--- src/rtl/brick_game_engine.sv ---
// Paddle/ball/brick game engine: ball physics, brick bitmap, score/lives and the
// serve/win/lose sequence, stepped by a one-cycle frame tick on the system clock.

module brick_cell #(
  parameter int XL    = 0,
  parameter int XH    = 0,
  parameter int YL    = 0,
  parameter int YH    = 0,
  parameter bit COLOR = 1'b0
) (
  input  logic       clk,
  input  logic       rst,
  input  logic       scan_en,
  input  logic       sel,
  input  logic [9:0] ball_x,
  input  logic [9:0] ball_y,
  input  logic [9:0] h_cnt,
  input  logic [9:0] v_cnt,
  output logic       take,
  output logic       pix_on,
  output logic       pix_col
);
  localparam logic [10:0] XL_C = 11'(XL);
  localparam logic [10:0] XH_C = 11'(XH);
  localparam logic [10:0] YL_C = 11'(YL);
  localparam logic [10:0] YH_C = 11'(YH);

  logic hit, ball_in, pix_in;

  assign ball_in = ({1'b0, ball_x} >= XL_C) && ({1'b0, ball_x} <= XH_C) &&
                   ({1'b0, ball_y} >= YL_C) && ({1'b0, ball_y} <= YH_C);
  assign pix_in  = ({1'b0, h_cnt} >= XL_C) && ({1'b0, h_cnt} <= XH_C) &&
                   ({1'b0, v_cnt} >= YL_C) && ({1'b0, v_cnt} <= YH_C);
  assign take    = scan_en & sel & ball_in & ~hit;
  assign pix_on  = pix_in & ~hit;
  assign pix_col = pix_in & COLOR;

  always_ff @(posedge clk or negedge rst) begin
    if (!rst)      hit <= 1'b0;
    else if (take) hit <= 1'b1;
  end
endmodule

module brick_game_engine #(
  parameter int ROWS          = 5,
  parameter int COLS          = 12,
  parameter int BRICK_W       = 53,
  parameter int BRICK_H       = 25,
  parameter int LEFT_WALL_X   = 144,
  parameter int RIGHT_WALL_X  = 783,
  parameter int CEILING_Y     = 35,
  parameter int FLOOR_Y       = 515,
  parameter int BALL_HALF     = 4,
  parameter int PADDLE_Y      = 500,
  parameter int PADDLE_HALF_W = 25,
  parameter int SPEED         = 2,
  parameter int LIVES         = 3,
  localparam int NB           = ROWS * COLS,
  localparam int BLW          = $clog2(NB + 1)
) (
  input  logic           clk,
  input  logic           rst,
  input  logic           tick,
  input  logic           launch,
  input  logic [9:0]     paddle_x,
  input  logic [9:0]     hCount,
  input  logic [9:0]     vCount,
  output logic [9:0]     ball_x,
  output logic [9:0]     ball_y,
  output logic           brick_fill,
  output logic           brick_color,
  output logic [BLW-1:0] bricks_left,
  output logic [15:0]    score,
  output logic [2:0]     lives,
  output logic           busy,
  output logic           game_over,
  output logic           win
);
  localparam logic [9:0] L_TRIG  = 10'(LEFT_WALL_X + BALL_HALF);
  localparam logic [9:0] L_SET   = 10'(LEFT_WALL_X + BALL_HALF + 1);
  localparam logic [9:0] R_TRIG  = 10'(RIGHT_WALL_X - BALL_HALF);
  localparam logic [9:0] R_SET   = 10'(RIGHT_WALL_X - BALL_HALF - 1);
  localparam logic [9:0] C_TRIG  = 10'(CEILING_Y + BALL_HALF);
  localparam logic [9:0] C_SET   = 10'(CEILING_Y + BALL_HALF + 1);
  localparam logic [9:0] P_TOP   = 10'(PADDLE_Y - 5 - BALL_HALF);
  localparam logic [9:0] P_BOT   = 10'(PADDLE_Y);
  localparam logic [9:0] P_REACH = 10'(PADDLE_HALF_W + BALL_HALF);
  localparam logic [9:0] F_TRIG  = 10'(FLOOR_Y - BALL_HALF);
  localparam logic [9:0] SERVE_Y = 10'(PADDLE_Y - 6 - BALL_HALF);
  localparam logic [9:0] HOME_X  = 10'((LEFT_WALL_X + RIGHT_WALL_X) / 2);
  localparam logic [9:0] STEP    = 10'(SPEED);
  localparam logic [BLW-1:0] NB_C   = BLW'(NB);
  localparam logic [BLW-1:0] LAST_K = BLW'(NB - 1);

  typedef enum logic [2:0] {SERVE, IDLE, MOVE, BOUNCE, SCAN, WIN, LOSE} state_t;

  state_t         state;
  logic           vx_neg, vy_neg;
  logic [BLW-1:0] k;
  logic [NB-1:0]  take, pix_on, pix_col;
  logic           found, in_scan;

  assign in_scan = (state == SCAN);
  assign found   = |take;

  for (genvar r = 0; r < ROWS; r++) begin : g_row
    for (genvar c = 0; c < COLS; c++) begin : g_col
      localparam int B = r * COLS + c;
      brick_cell #(
        .XL(LEFT_WALL_X + c * BRICK_W), .XH(LEFT_WALL_X + (c + 1) * BRICK_W - 1),
        .YL(CEILING_Y + r * BRICK_H),   .YH(CEILING_Y + (r + 1) * BRICK_H - 1),
        .COLOR(1'((r + c) % 2))
      ) u_cell (
        .clk(clk), .rst(rst), .scan_en(in_scan), .sel(k == BLW'(B)),
        .ball_x(ball_x), .ball_y(ball_y), .h_cnt(hCount), .v_cnt(vCount),
        .take(take[B]), .pix_on(pix_on[B]), .pix_col(pix_col[B])
      );
    end
  end

  always_ff @(posedge clk or negedge rst) begin
    if (!rst) begin
      brick_fill  <= 1'b0;
      brick_color <= 1'b0;
    end else begin
      brick_fill  <= |pix_on;
      brick_color <= |pix_col;
    end
  end

  // Bounce resolution: each check sees the result of the earlier ones.
  logic [9:0] nx, ny, dx;
  logic       nvx, nvy, floor_hit;

  always_comb begin
    nx        = ball_x;
    ny        = ball_y;
    nvx       = vx_neg;
    nvy       = vy_neg;
    floor_hit = 1'b0;
    if (nx <= L_TRIG) begin nx = L_SET; nvx = 1'b0; end
    if (nx >= R_TRIG) begin nx = R_SET; nvx = 1'b1; end
    if (ny <= C_TRIG) begin ny = C_SET; nvy = 1'b0; end
    dx = (nx >= paddle_x) ? nx - paddle_x : paddle_x - nx;
    if (!nvy && ny >= P_TOP && ny <= P_BOT && dx <= P_REACH) begin
      nvx = (nx < paddle_x);
      ny  = SERVE_Y;
      nvy = 1'b1;
    end else if (ny >= F_TRIG) begin
      floor_hit = 1'b1;
    end
  end

  always_ff @(posedge clk or negedge rst) begin
    if (!rst) begin
      state       <= SERVE;
      ball_x      <= HOME_X;
      ball_y      <= SERVE_Y;
      vx_neg      <= 1'b0;
      vy_neg      <= 1'b1;
      k           <= '0;
      bricks_left <= NB_C;
      score       <= 16'd0;
      lives       <= 3'(LIVES);
    end else begin
      case (state)
        SERVE: begin
          if (tick) begin
            ball_x <= paddle_x;
            ball_y <= SERVE_Y;
          end
          if (launch) begin
            vx_neg <= 1'b0;
            vy_neg <= 1'b1;
            state  <= IDLE;
          end
        end
        IDLE: if (tick) state <= MOVE;
        MOVE: begin
          ball_x <= vx_neg ? ball_x - STEP : ball_x + STEP;
          ball_y <= vy_neg ? ball_y - STEP : ball_y + STEP;
          state  <= BOUNCE;
        end
        BOUNCE: begin
          ball_x <= nx;
          ball_y <= ny;
          vx_neg <= nvx;
          vy_neg <= nvy;
          if (floor_hit) begin
            lives <= lives - 3'd1;
            state <= (lives == 3'd1) ? LOSE : SERVE;
          end else begin
            k     <= '0;
            state <= SCAN;
          end
        end
        SCAN: begin
          if (found) begin
            bricks_left <= bricks_left - BLW'(1);
            if (score != 16'hFFFF) score <= score + 16'd1;
            vy_neg <= ~vy_neg;
            state  <= (bricks_left == BLW'(1)) ? WIN : IDLE;
          end else if (k == LAST_K) begin
            state <= IDLE;
          end else begin
            k <= k + BLW'(1);
          end
        end
        default: state <= state;
      endcase
    end
  end

  assign busy      = (state == MOVE) || (state == BOUNCE) || (state == SCAN);
  assign game_over = (state == LOSE);
  assign win       = (state == WIN);
endmodule
--- config.mk ---
export PLATFORM = sky130hd
export DESIGN_NAME = brick_game_engine
export DESIGN_NICKNAME = d
export VERILOG_FILES = /design/src/rtl/brick_game_engine.sv
export SDC_FILE = /design/constraint.sdc
export NUM_CORES = 1
export LEC_CHECK = 0
export CAP_MARGIN = 25
export CORE_ASPECT_RATIO = 0.5
export CORE_MARGIN = 10
export CORE_UTILIZATION = 50
export DETAILED_ROUTE_END_ITERATION = 7
export PLACE_DENSITY = 0.71
export SKIP_CTS_REPAIR_TIMING = 1
export SYNTH_ARGS = -nofsm -noshare
export SYNTH_HDL_FRONTEND = slang
export SYNTH_SLANG_ARGS = --single-unit
--- constraint.sdc ---
create_clock -name clk -period 4.9 [get_ports clk]
set_input_delay 0.98 -clock clk [delete_from_list [all_inputs] [get_ports clk]]
set_output_delay 0.98 -clock clk [all_outputs]
set_load 0.01 [all_outputs]
**After elaboration in Yosys (flattened, before gate mapping)**

Cells that the tools add are included.

- Add/sub/neg operators: 10
- Magnitude comparators: 77
- Equal/unequal tests: 77
- Muxes and demuxes: 35
- Bitwise gates (word level): 301
- Reductions and logical operators: 288

Operator list:

| cell | count |
|---|---|
| $logic_and 1x1->1 | 267 |
| $and 1x1->1 | 240 |
| $eq 6x6->1 const B | 28 |
| $le 10x10->1 const B | 12 |
| $reduce_or 60->1 | 2 |
| $ge 10x10->1 const B | 11 |
| $ge 10x9->1 const B | 10 |
| $eq 6x5->1 const B | 16 |
| $le 10x8->1 const B | 9 |
| $le 10x9->1 const B | 9 |
| $mux 10 | 9 |
| $ge 10x8->1 const B | 8 |
| $not 1->1 | 61 |
| $pmux 10 s3 | 2 |
| $eq 6x4->1 const B | 8 |
| $ge 10x6->1 const B | 4 |
| $ge 10x7->1 const B | 4 |
| $le 10x7->1 const B | 4 |
| $le 10x6->1 const B | 3 |
| $reduce_or 30->1 | 1 |
| $eq 6x3->1 const B | 4 |
| $mux 3 | 7 |
| $add 10x2->10 const B | 2 |
| $sub 10x10->10 | 2 |
| other kinds (33) | 65 |

- Register bits after elaboration: 118
- Output and inout port bits: 50

**Logic depth before layout (Yosys ltp)**

Gate-level depths: netlist of the first run.

- Depth in word-level cells: 11
- Gate-level depth with buffers: 18
- Depth with buffers taken out: 17

**Worst setup path before layout of the first run**

OpenSTA, ideal clock, no wires.

- Kind: register to register
- Start point: register ball_x[3]
- End point: register vx_neg
- Library setup time: 83 ps
- Data arrival time: 3830 ps
- Data required time: 4817 ps
- Slack: 987 ps
- Stages on the path, launching flop included: 18
- Path buffers: 3
- Cells stage by stage: dfstp_2 -> buf_4 -> buf_2 -> nand3_1 -> a41o_1 -> a21oi_1 -> inv_1 -> ha_1 -> clkbuf_1 -> a21oi_1 -> a21boi_0 -> o211ai_1 -> a221o_1 -> a31oi_1 -> o211ai_1 -> or2_2 -> mux2_2 -> o22ai_1

- Longest elaborated chain between the ends: 10
- Elaborated cells on any way between the ends: 16
- Classes of those cells: add/sub (2); order compare (5); eq/ne (1); mux (6); reduce/logical (2)

RTL lines:

| element | line | text |
|---|---|---|
| start: declaration | 68 | `output logic [9:0] ball_x,` |
| start signal: assignment | 169 | `ball_x <= paddle_x;` |
| start signal: assignment | 180 | `ball_x <= vx_neg ? ball_x - STEP : ball_x + STEP;` |
| start signal: assignment | 185 | `ball_x <= nx;` |
| $le 10x8->1 | 141 | `if (nx <= L_TRIG) begin nx = L_SET; nvx = 1'b0; end` |
| $mux 10 | 141 |  |
| $ge 10x10->1 | 142 | `if (nx >= R_TRIG) begin nx = R_SET; nvx = 1'b1; end` |
| $mux 10 | 142 |  |
| $sub 10x10->10 or $ge 10x10->1 (tied branches) | 144 | `dx = (nx >= paddle_x) ? nx - paddle_x : paddle_x - nx;` |
| $mux 10 | 144 |  |
| $le 10x5->1 | 145 | `if (!nvy && ny >= P_TOP && ny <= P_BOT && dx <= P_REACH) begin` |
| $logic_and 1x1->1 | 145 |  |
| $ne 4x4->1 (no line) or $mux 1 (tied branches) | n/a |  |
| $reduce_and 3->1 (no line) or $pmux 1 s2 (tied branches) | n/a |  |
| end signal: assignment | 187 | `vx_neg <= nvx;` |
| end: declaration | 98 | `logic vx_neg, vy_neg;` |

Parallel ways exist; a longest one is shown, timed or not.
A chain may end at the register's enable or synchronous reset.

**Worst setup path in the final report of the first run**

- Start point: register ball_x[1]
- End point: register vx_neg

Same word-level chain as after synthesis.

==> results of run 1 <==
placed cells by master, fill, tap and decap left out, types with 19 or more instances in the layout:
master / count
clkdlybuf4s50_1: 82
xor2_1: 20
nor4_1: 34
a211oi_1: 19
or2_2: 20
nand2_1: 71
nand4_1: 19
dfstp_2: 20
buf_4: 28
ha_1: 42
dfrtp_1: 98
nand3_1: 30
o21bai_1: 22
o21ai_0: 40
nor3_1: 50
a21o_1: 33
o31ai_1: 26
xnor2_1: 19
inv_1: 60
a21oi_1: 69
nor2_1: 93
where the power goes:
part | total, mW | internal [mW] | switching, mW
clock | 1.35 | 0.815 | 0.533
combinational | 3.39 | 1.35 | 2.05
sequential | 1.44 | 1.14 | 0.304
through the flow:
step,area (um^2),total power [mW]
final,11420,6.182
after global routing,11420,6.594
after CTS,11420,6.117
after detailed placement,10800,4.746
after global placement,10800,4.693
after floorplan,9734,3.736
flip-flops by register name, indices dropped and copies added, names as in the netlist:
signal	cells
brick_fill	1
ball_x	10
vx_neg	1
g_row.g_col.u_cell.hit	60
bricks_left	6
state	3
ball_y	10
lives	3
vy_neg	1
brick_color	1
k	6
score	16
routing by layer:
| metal | global-route usage, % | up-vias |
|---|---|---|
| li1 | - | 4537 |
| met2 | 39.45 | 547 |
| met1 | 36.73 | 4876 |
| met5 | 0 | - |
| met3 | 6.848 | 73 |
| met4 | 8.511 | 0 |
kinds of logic (layout without fill, tap and decap cells):
family          after synthesis  in the layout  share of synthesized area [%]
simple gates                451            451                          25.81
compound gates              375            375                          27.54
buf+inv                     131            204                          5.553
flops                       118            118                          30.59
fa+ha+maj                    46             46                          6.221
xor+xnor                     39             39                          3.509
mux                           7              7                         0.7712
area by class of cell:
class / instances / area [um^2]
well taps: 259 / 324.1
flip-flops and latches: 118 / 2978
clock inverters: 15 / 192.7
clock buffers: 17 / 425.4
repair buffers: 111 / 1051
inverters: 61 / 229.0
fillers: 1701 / 7318
multi-input cells: 918 / 6225
final timing paths:
kind	cells after the start	to	slack, ns	startpoint
setup reg to reg	16	vx_neg	0.37	ball_x[1]
setup / recovery	16	vx_neg	0.37	ball_x[1]
hold reg to reg	1	g_row[0].g_col[5].u_cell.hit	0.50	g_row[0].g_col[5].u_cell.hit
hold / removal	1	g_row[0].g_col[5].u_cell.hit	0.50	g_row[0].g_col[5].u_cell.hit
max in group asynchronous	2	g_row[0].g_col[2].u_cell.hit	3.44	rst
min in group asynchronous	1	vx_neg	0.66	rst
==> results, run 1 <==
- Synthesis produced a netlist whose cell count is 1167.
- Across all hold checks on the routed design, the worst slack comes to 0.4979 ns.
- The arrival time at the worst endpoint is ~5 ns.
- The length of the first detailed-routing pass in iterations is 5.
- The y dimension of the die is around 120 um.
- The cell with the largest stage delay on the worst path is dfstp_2.
- After synthesis, the cell types taking the most area are dfrtp_1 (25%), dfstp_2 (5.4%), ha_1 (5.4%), nor2_1 (3.6%), a21oi_1 (3.5%).
- The iteration-0 DRC count of the detailed router is 1203.
- The required time at the endpoint of the critical path is 5.24 ns.
- The headroom to the max-slew limit is 35.58%.
- The sequential element share of the synthesized area is 30.59%.
- The die covers approximately 0.026 mm^2.
- Power spread over the standard cell area amounts to approximately 540 mW/mm^2.
- Timing analysis after detailed placement gives a worst setup slack of approximately 0.47 ns.
- The most frequent cell on the critical path is o211ai_1.
- The final setup violation count is 0.
- The overall overflow remaining after global route is 0.
- The deepest level of the CTS H-tree is 4.
- The area growth from synthesis to layout is 17.36%.
- The largest fanout on the critical path is 16.
- In this design, the largest share of critical-path delay is due to compound AO/OA/AOI/OAI gates.
- The final setup skew is around 0.014 ns.
- Clock tree synthesis found a total of between 100 and 150 sinks.
- The total count of hold-check failures in the final report is 0.
- In this run the static leakage power is 4.803 nW.
- The number of ports placed on the die boundary is 84.
- The count of different cell masters after synthesis is 85.
- Once layout is complete, the utilization of the core stands at 60.95%.
- The delay of the slowest cell on the worst path is about 0.71 ns.
- Of the available clock period, the critical path in the final layout requires slightly above 90%.
- Of all flip-flops after synthesis, the portion carrying an async set or reset was 100.0%.
- The weighted congestion reported at the end of routability-driven placement is about 1.1.
- The tightest min-delay check is of the reg -> reg type.
- STA classifies the critical path startpoint as a flop.
- The critical path buffer and inverter count is 0.
- The max-cap check violation count is 0.
- The average instance in the mapped netlist occupies 8.341 um^2.
- Leaving out filler cells and counting taps, the final layout contains approximately 1.5k.
- The dominant synthesized flop cell is dfrtp_1.
- For this run, the total global-route usage over all layers was measured as a little over a quarter.
- Counting along the longest clock path gives a buffer depth of 2.
- The total count of max-transition violations in the final report is 0.
- The top cell type by area accounts for 25.19% of the synthesized area.
- The run finished with clean final reports.
- The post-layout minimum cycle time is ~4.5 ns.
- Summing over every cut layer, the via total after detailed routing is around 10k.
- Clock-pin slew was measured on the worst setup and hold paths at roughly 0.07 ns.
- The proportion of layout cells with a drive suffix above 1 is a little over a tenth.
- The cell with the most instances after synthesis is dfrtp_1.
- The final critical-path setup slack is between 0.3 and 0.4 ns.
- The floorplan has 35 rows.
- Counting flops with a built-in enable in the synthesized netlist gives 0.
- Setup total negative slack on the finished layout was measured at 0 ns.
- The insertion delay of the later-clocked pin in the worst-skew pair is 0.43 ns.
- The number of antenna repair diodes is 0.
- The first global-routing pass estimated between 50000 and 60000 um of wire.
- The biggest area consumer among synthesized cells is dfrtp_1.
- TritonCTS built the clock tree.
- The average wire length per cell after detail routing is 23.34 um.
- The routed length on met3 is 3429 um.
- The sum of net half-perimeters after detailed placement is 26220 um.
- The number of antenna-violating nets in the routed design is 0.
- The CTS buffer count is 17.
- The element type at the critical path end is a flop.
- At the pin with the least slew margin, the transition time is ~0.96 ns.
- In this run the top signal layer used is met4.
- The initial antenna violation count came to 0.
- The pin count of the biggest net entering global routing is 61.
- The post-layout net count is 1307.
- Input and output buffers added on the ports amount to slightly above 80.
- The total nets after synthesis is 1247.
- The width of the die is approximately 220 um.
- For this configuration, the core starts out at a cell density of 51.94%.
- Setup repair after global routing left no endpoint under its margin.
- For this run, design rule violations remaining after detail routing come to 0.
- For this run, the top clock speed supported by timing is 220.6 MHz.
- The number of global-route vias before repair is 9489.
- Counting tap cells, the placed design contains a total of between 1k and 1.5k instances.
- Walking the worst path, the cells encountered are o21a_1 -> o21ai_0 -> nand2_1 -> a21boi_0 -> a21oi_1 -> ha_1 -> fa_1 -> nand2b_1 -> a31oi_1 -> a211oi_1 -> o211ai_1 -> and3_1 -> o211ai_1 -> or2_2 -> mux2_2 -> o22ai_1.
- The final layout contains routed wiring with a total length of about 35000 um.
- The largest vdd supply drop is 0.0003461 V.
- The worst setup path is of the reg -> reg kind.
- The number of warnings reported in the yosys synthesis log is 0.
- The synthesis-stage register bit count is between 100 and 150.
- After detailed routing, the number of vias per cell comes to approximately 6.7.
- Wire segments on met2 add up to ~15000 um in the final route.
- After synthesis the cells add up to 0.009734 mm^2.
- The tree is rooted in a clkbuf_16.
- The floorplan step defined a core boundary enclosing 0.01874 mm^2.
- In the final routing, the length of wire on met1 measures between 15000 and 20000 um.
- Counting instances in the post-synthesis netlist gives the leading cell types as dfrtp_1 (98), nor2_1 (93), nand2_1 (71).
Power figures use the tool's default switching activity.
==> inputs of run 2 (changes only) <==
- GPL_TIMING_DRIVEN: default -> 0
==> run 2 against run 1 <==
Against the previous run:
- utilization hardly changed
- cell count up 2.4%
- first-iteration DRC count up 11%
- design area barely moved
- sequential share of layout area barely moved
- critical endpoint unchanged
==> results, run 2 (synthesis gave the netlist of run 1 again) <==
- The global-route usage over all layers is 26.37% (was 26.58%).
- The total routed wirelength came to 35300 um (was 34990 um).
- The category of the most critical setup path is reg -> reg (unchanged).
- Setup repair after global routing missed its margin: no (unchanged).
- The starting density of the core is 51.94% (unchanged).
- The register with the most flip-flops is g_row.g_col.u_cell.hit (unchanged).
- The weighted congestion reported at the end of routability-driven placement is 0.9988 (was 1.067).
- The setup TNS came to 0 ns (unchanged).
- The hold path startpoint is score[8] (was g_row[0].g_col[5].u_cell.hit).
- The post-layout minimum cycle time is 4.548 ns (was 4.532 ns).
- The number of stages on the worst hold path is 1 (unchanged).
- The cell total after placement was 1505 (was 1466).
- The leakage power is 4.768 nW (was 4.803 nW).
- The overall overflow remaining after global route is 0 (unchanged).
- The number of clock sinks seen by CTS is 118 (unchanged).
- The fraction of the cycle the final worst path needs came to 92.82% (was 92.49%).
- The width of the die is 217.3 um (unchanged).
- The cell at the root of the clock tree is clkbuf_16 (unchanged).
- The y dimension of the die came to 118.7 um (unchanged).
- The post-layout net count is 1344 (was 1307).
- The final setup violation count was 0 (unchanged).
- The proportion of layout cells with a drive suffix above 1 is 10.66% (was 10.73%).
- The CTS buffer count is 17 (unchanged).
- The number of global-route vias before repair is 9624 (was 9489).
- The area growth from synthesis to layout came to 17.30% (was 17.36%).
- The first-pass GRT wire length is 54820 um (was 55560 um).
- The non-filler instance count after layout was 1535 (was 1499).
- Biggest registers after layout: g_row.g_col.u_cell.hit (60), score (16) (unchanged).
- The required time at the endpoint of the critical path was 5.24 ns (about the same).
- The clock transition at the registers of the reported paths came to 0.06 ns (was 0.07 ns).
- The end-of-flow core utilization came to 60.92% (was 60.95%).
- The mean number of vias per cell is 6.657 (was 6.693).
- The largest fanout on the critical path is 10 (was 16).
- The most common cell after layout, fill and taps aside is dfrtp_1 (unchanged).
- The power per unit of standard cell area is 530.2 mW/mm^2 (was 541.1 mW/mm^2).
- The flip-flop count of the largest register after layout was 60 (unchanged).
- The headroom to the max-slew limit is 31.38% (was 35.58%).
- Highest-count cells in the layout ignoring fill and taps: dfrtp_1 (98), nor2_1 (93), clkdlybuf4s50_1 (76), nand2_1 (71), a21oi_1 (69) (was dfrtp_1 (98), nor2_1 (93), clkdlybuf4s50_1 (82), nand2_1 (71), a21oi_1 (69)).
- The deepest level of the CTS H-tree came to 4 (unchanged).
- The sum of net half-perimeters after detailed placement is 27250 um (was 26220 um).
- The final setup skew is 0.01190 ns (was 0.01365 ns).
- The transition time at the pin with the least slew margin is 1.016 ns (was 0.9590 ns).
- The average wire length per cell after detail routing was 23.00 um (was 23.34 um).
- Result of the run: finished clean (unchanged).
- The number of port buffers is 77 (was 83).
- The initial antenna violation count came to 0 (unchanged).
- The element type at the critical path end is a flop (unchanged).
- The maximum clock insertion buffer count is 2 (unchanged).
- The number of ports placed on the die boundary is 84 (unchanged).
- The max-cap check violation count is 0 (unchanged).
- The final critical-path setup slack came to 0.3520 ns (was 0.3678 ns).
- The total count of max-transition violations in the final report came to 0 (unchanged).
- The arrival time at the worst endpoint is 4.89 ns (was 4.87 ns).
- The sort of element at the start of the critical path is a flop (unchanged).
- The depth of the worst register-to-register path is 17 (was 16).
- The iteration-0 DRC count of the detailed router came to 1339 (was 1203).
- The number of antenna repair diodes is 0 (unchanged).
- The length of the first detailed-routing pass in iterations is 5 (unchanged).
- The total number of vias came to 10.22k (was 10.03k).
- The reg-to-reg critical path startpoint is ball_x[4] (was ball_x[1]).
- The origin of the worst setup path is ball_x[4] (was ball_x[1]).
- The maximum clock rate was 219.9 MHz (was 220.6 MHz).
- The total count of hold-check failures in the final report is 0 (unchanged).
- The post-route DRC violation count is 0 (unchanged).
- The number of standard-cell rows in the floorplan is 35 (unchanged).
- The largest vdd supply drop is 0.0004425 V (was 0.0003461 V).
- The number of antenna-violating nets in the routed design is 0 (unchanged).
- The pin count of the biggest net entering global routing is 61 (unchanged).
- The class of the worst hold path is reg -> reg (unchanged).
- The clock tree from TritonCTS is done (unchanged).
- The placeable core region is 0.01874 mm^2 (unchanged).
- The insertion delay of the later-clocked pin in the worst-skew pair is 0.43 ns (about the same).
- The total die area is 0.02579 mm^2 (unchanged).
- The worst slack after detailed placement is -0.01247 ns (was 0.4724 ns).
- The number of inserted filler cells in the final layout is 1708 (was 1701).
-- run 2: cell count changes in the layout (fill, tap and decap cells not counted), moves of 5 or more --
cell             before  now
clkbuf_1              0   39
buf_4                28    2
inv_6                 6    1
buf_2                 0   23
clkinvlp_4            1    6
clkdlybuf4s50_1      82   76
-- run 2: final timing paths --
check / end / slack (ns)
worst min register to register: score[8] / 0.49
max in group asynchronous: bricks_left[2] / 3.62
min in group asynchronous: g_row[3].g_col[9].u_cell.hit / 0.53
worst max-delay path: vx_neg / 0.35
worst min-delay path: score[8] / 0.49
worst max register to register: vx_neg / 0.35
-- run 2: worst max-delay path: stages (launching register included) --
cell and delay [ns]:
dfrtp_1 0.41, buf_6 0.15, buf_2 0.18, nor2_1 0.31
a31oi_2 0.28, o21ai_0 0.43, inv_1 0.09, ha_1 0.19
clkbuf_1 0.21, a21o_1 0.24, a21oi_1 0.21, o21ai_0 0.22
a2111o_1 0.45, nand4_1 0.11, a2bb2oi_1 0.34, or2_2 0.20
mux2_2 0.32, o22ai_1 0.12
-- run 2: layout make-up --
type	count	area (um^2)	area share, %
tap	259	324.1	2.838
timing repair buffer	79	807.0	7.068
clock buffer	20	466.7	4.087
inverter	61	229.0	2.005
clock inverter	11	77.57	0.6794
multi-input combinational	918	6227	54.54
sequential	118	2978	26.08
buffer	69	309.0	2.707
-- run 2: through the flow --
stage / instance area, um^2 / total power, mW / hold slack [ns]
finish: 11420 / 6.054 / 0.4908
global route: 11420 / 6.442 / 0.5208
CTS: 11410 / 5.954 / 0.4864
detailed placement: 10870 / 4.765 / 0.4708
global placement: 10830 / 4.689 / 0.4662
floorplan: 9734 / 3.736 / 0.4410
-- run 2: metal layers --
layer / routed length [um] / vias to the layer above / share of wire (%) / global-route usage, %
li1: - / 4611 / - / -
met1: 15420 / 4972 / 44 / 35.49
met2: 15200 / 560 / 43 / 40.02
met3: 3812 / 76 / 11 / 7.892
met4: 864 / 0 / 2.4 / 7.382
met5: 0 / - / 0 / 0
-- run 2: where the power goes --
group	leakage, nW	total, mW	internal, mW	switching (mW)
sequential	1.56	1.31	1.13	0.176
clock	0.252	1.18	0.681	0.494
combinational	2.96	3.57	1.36	2.21
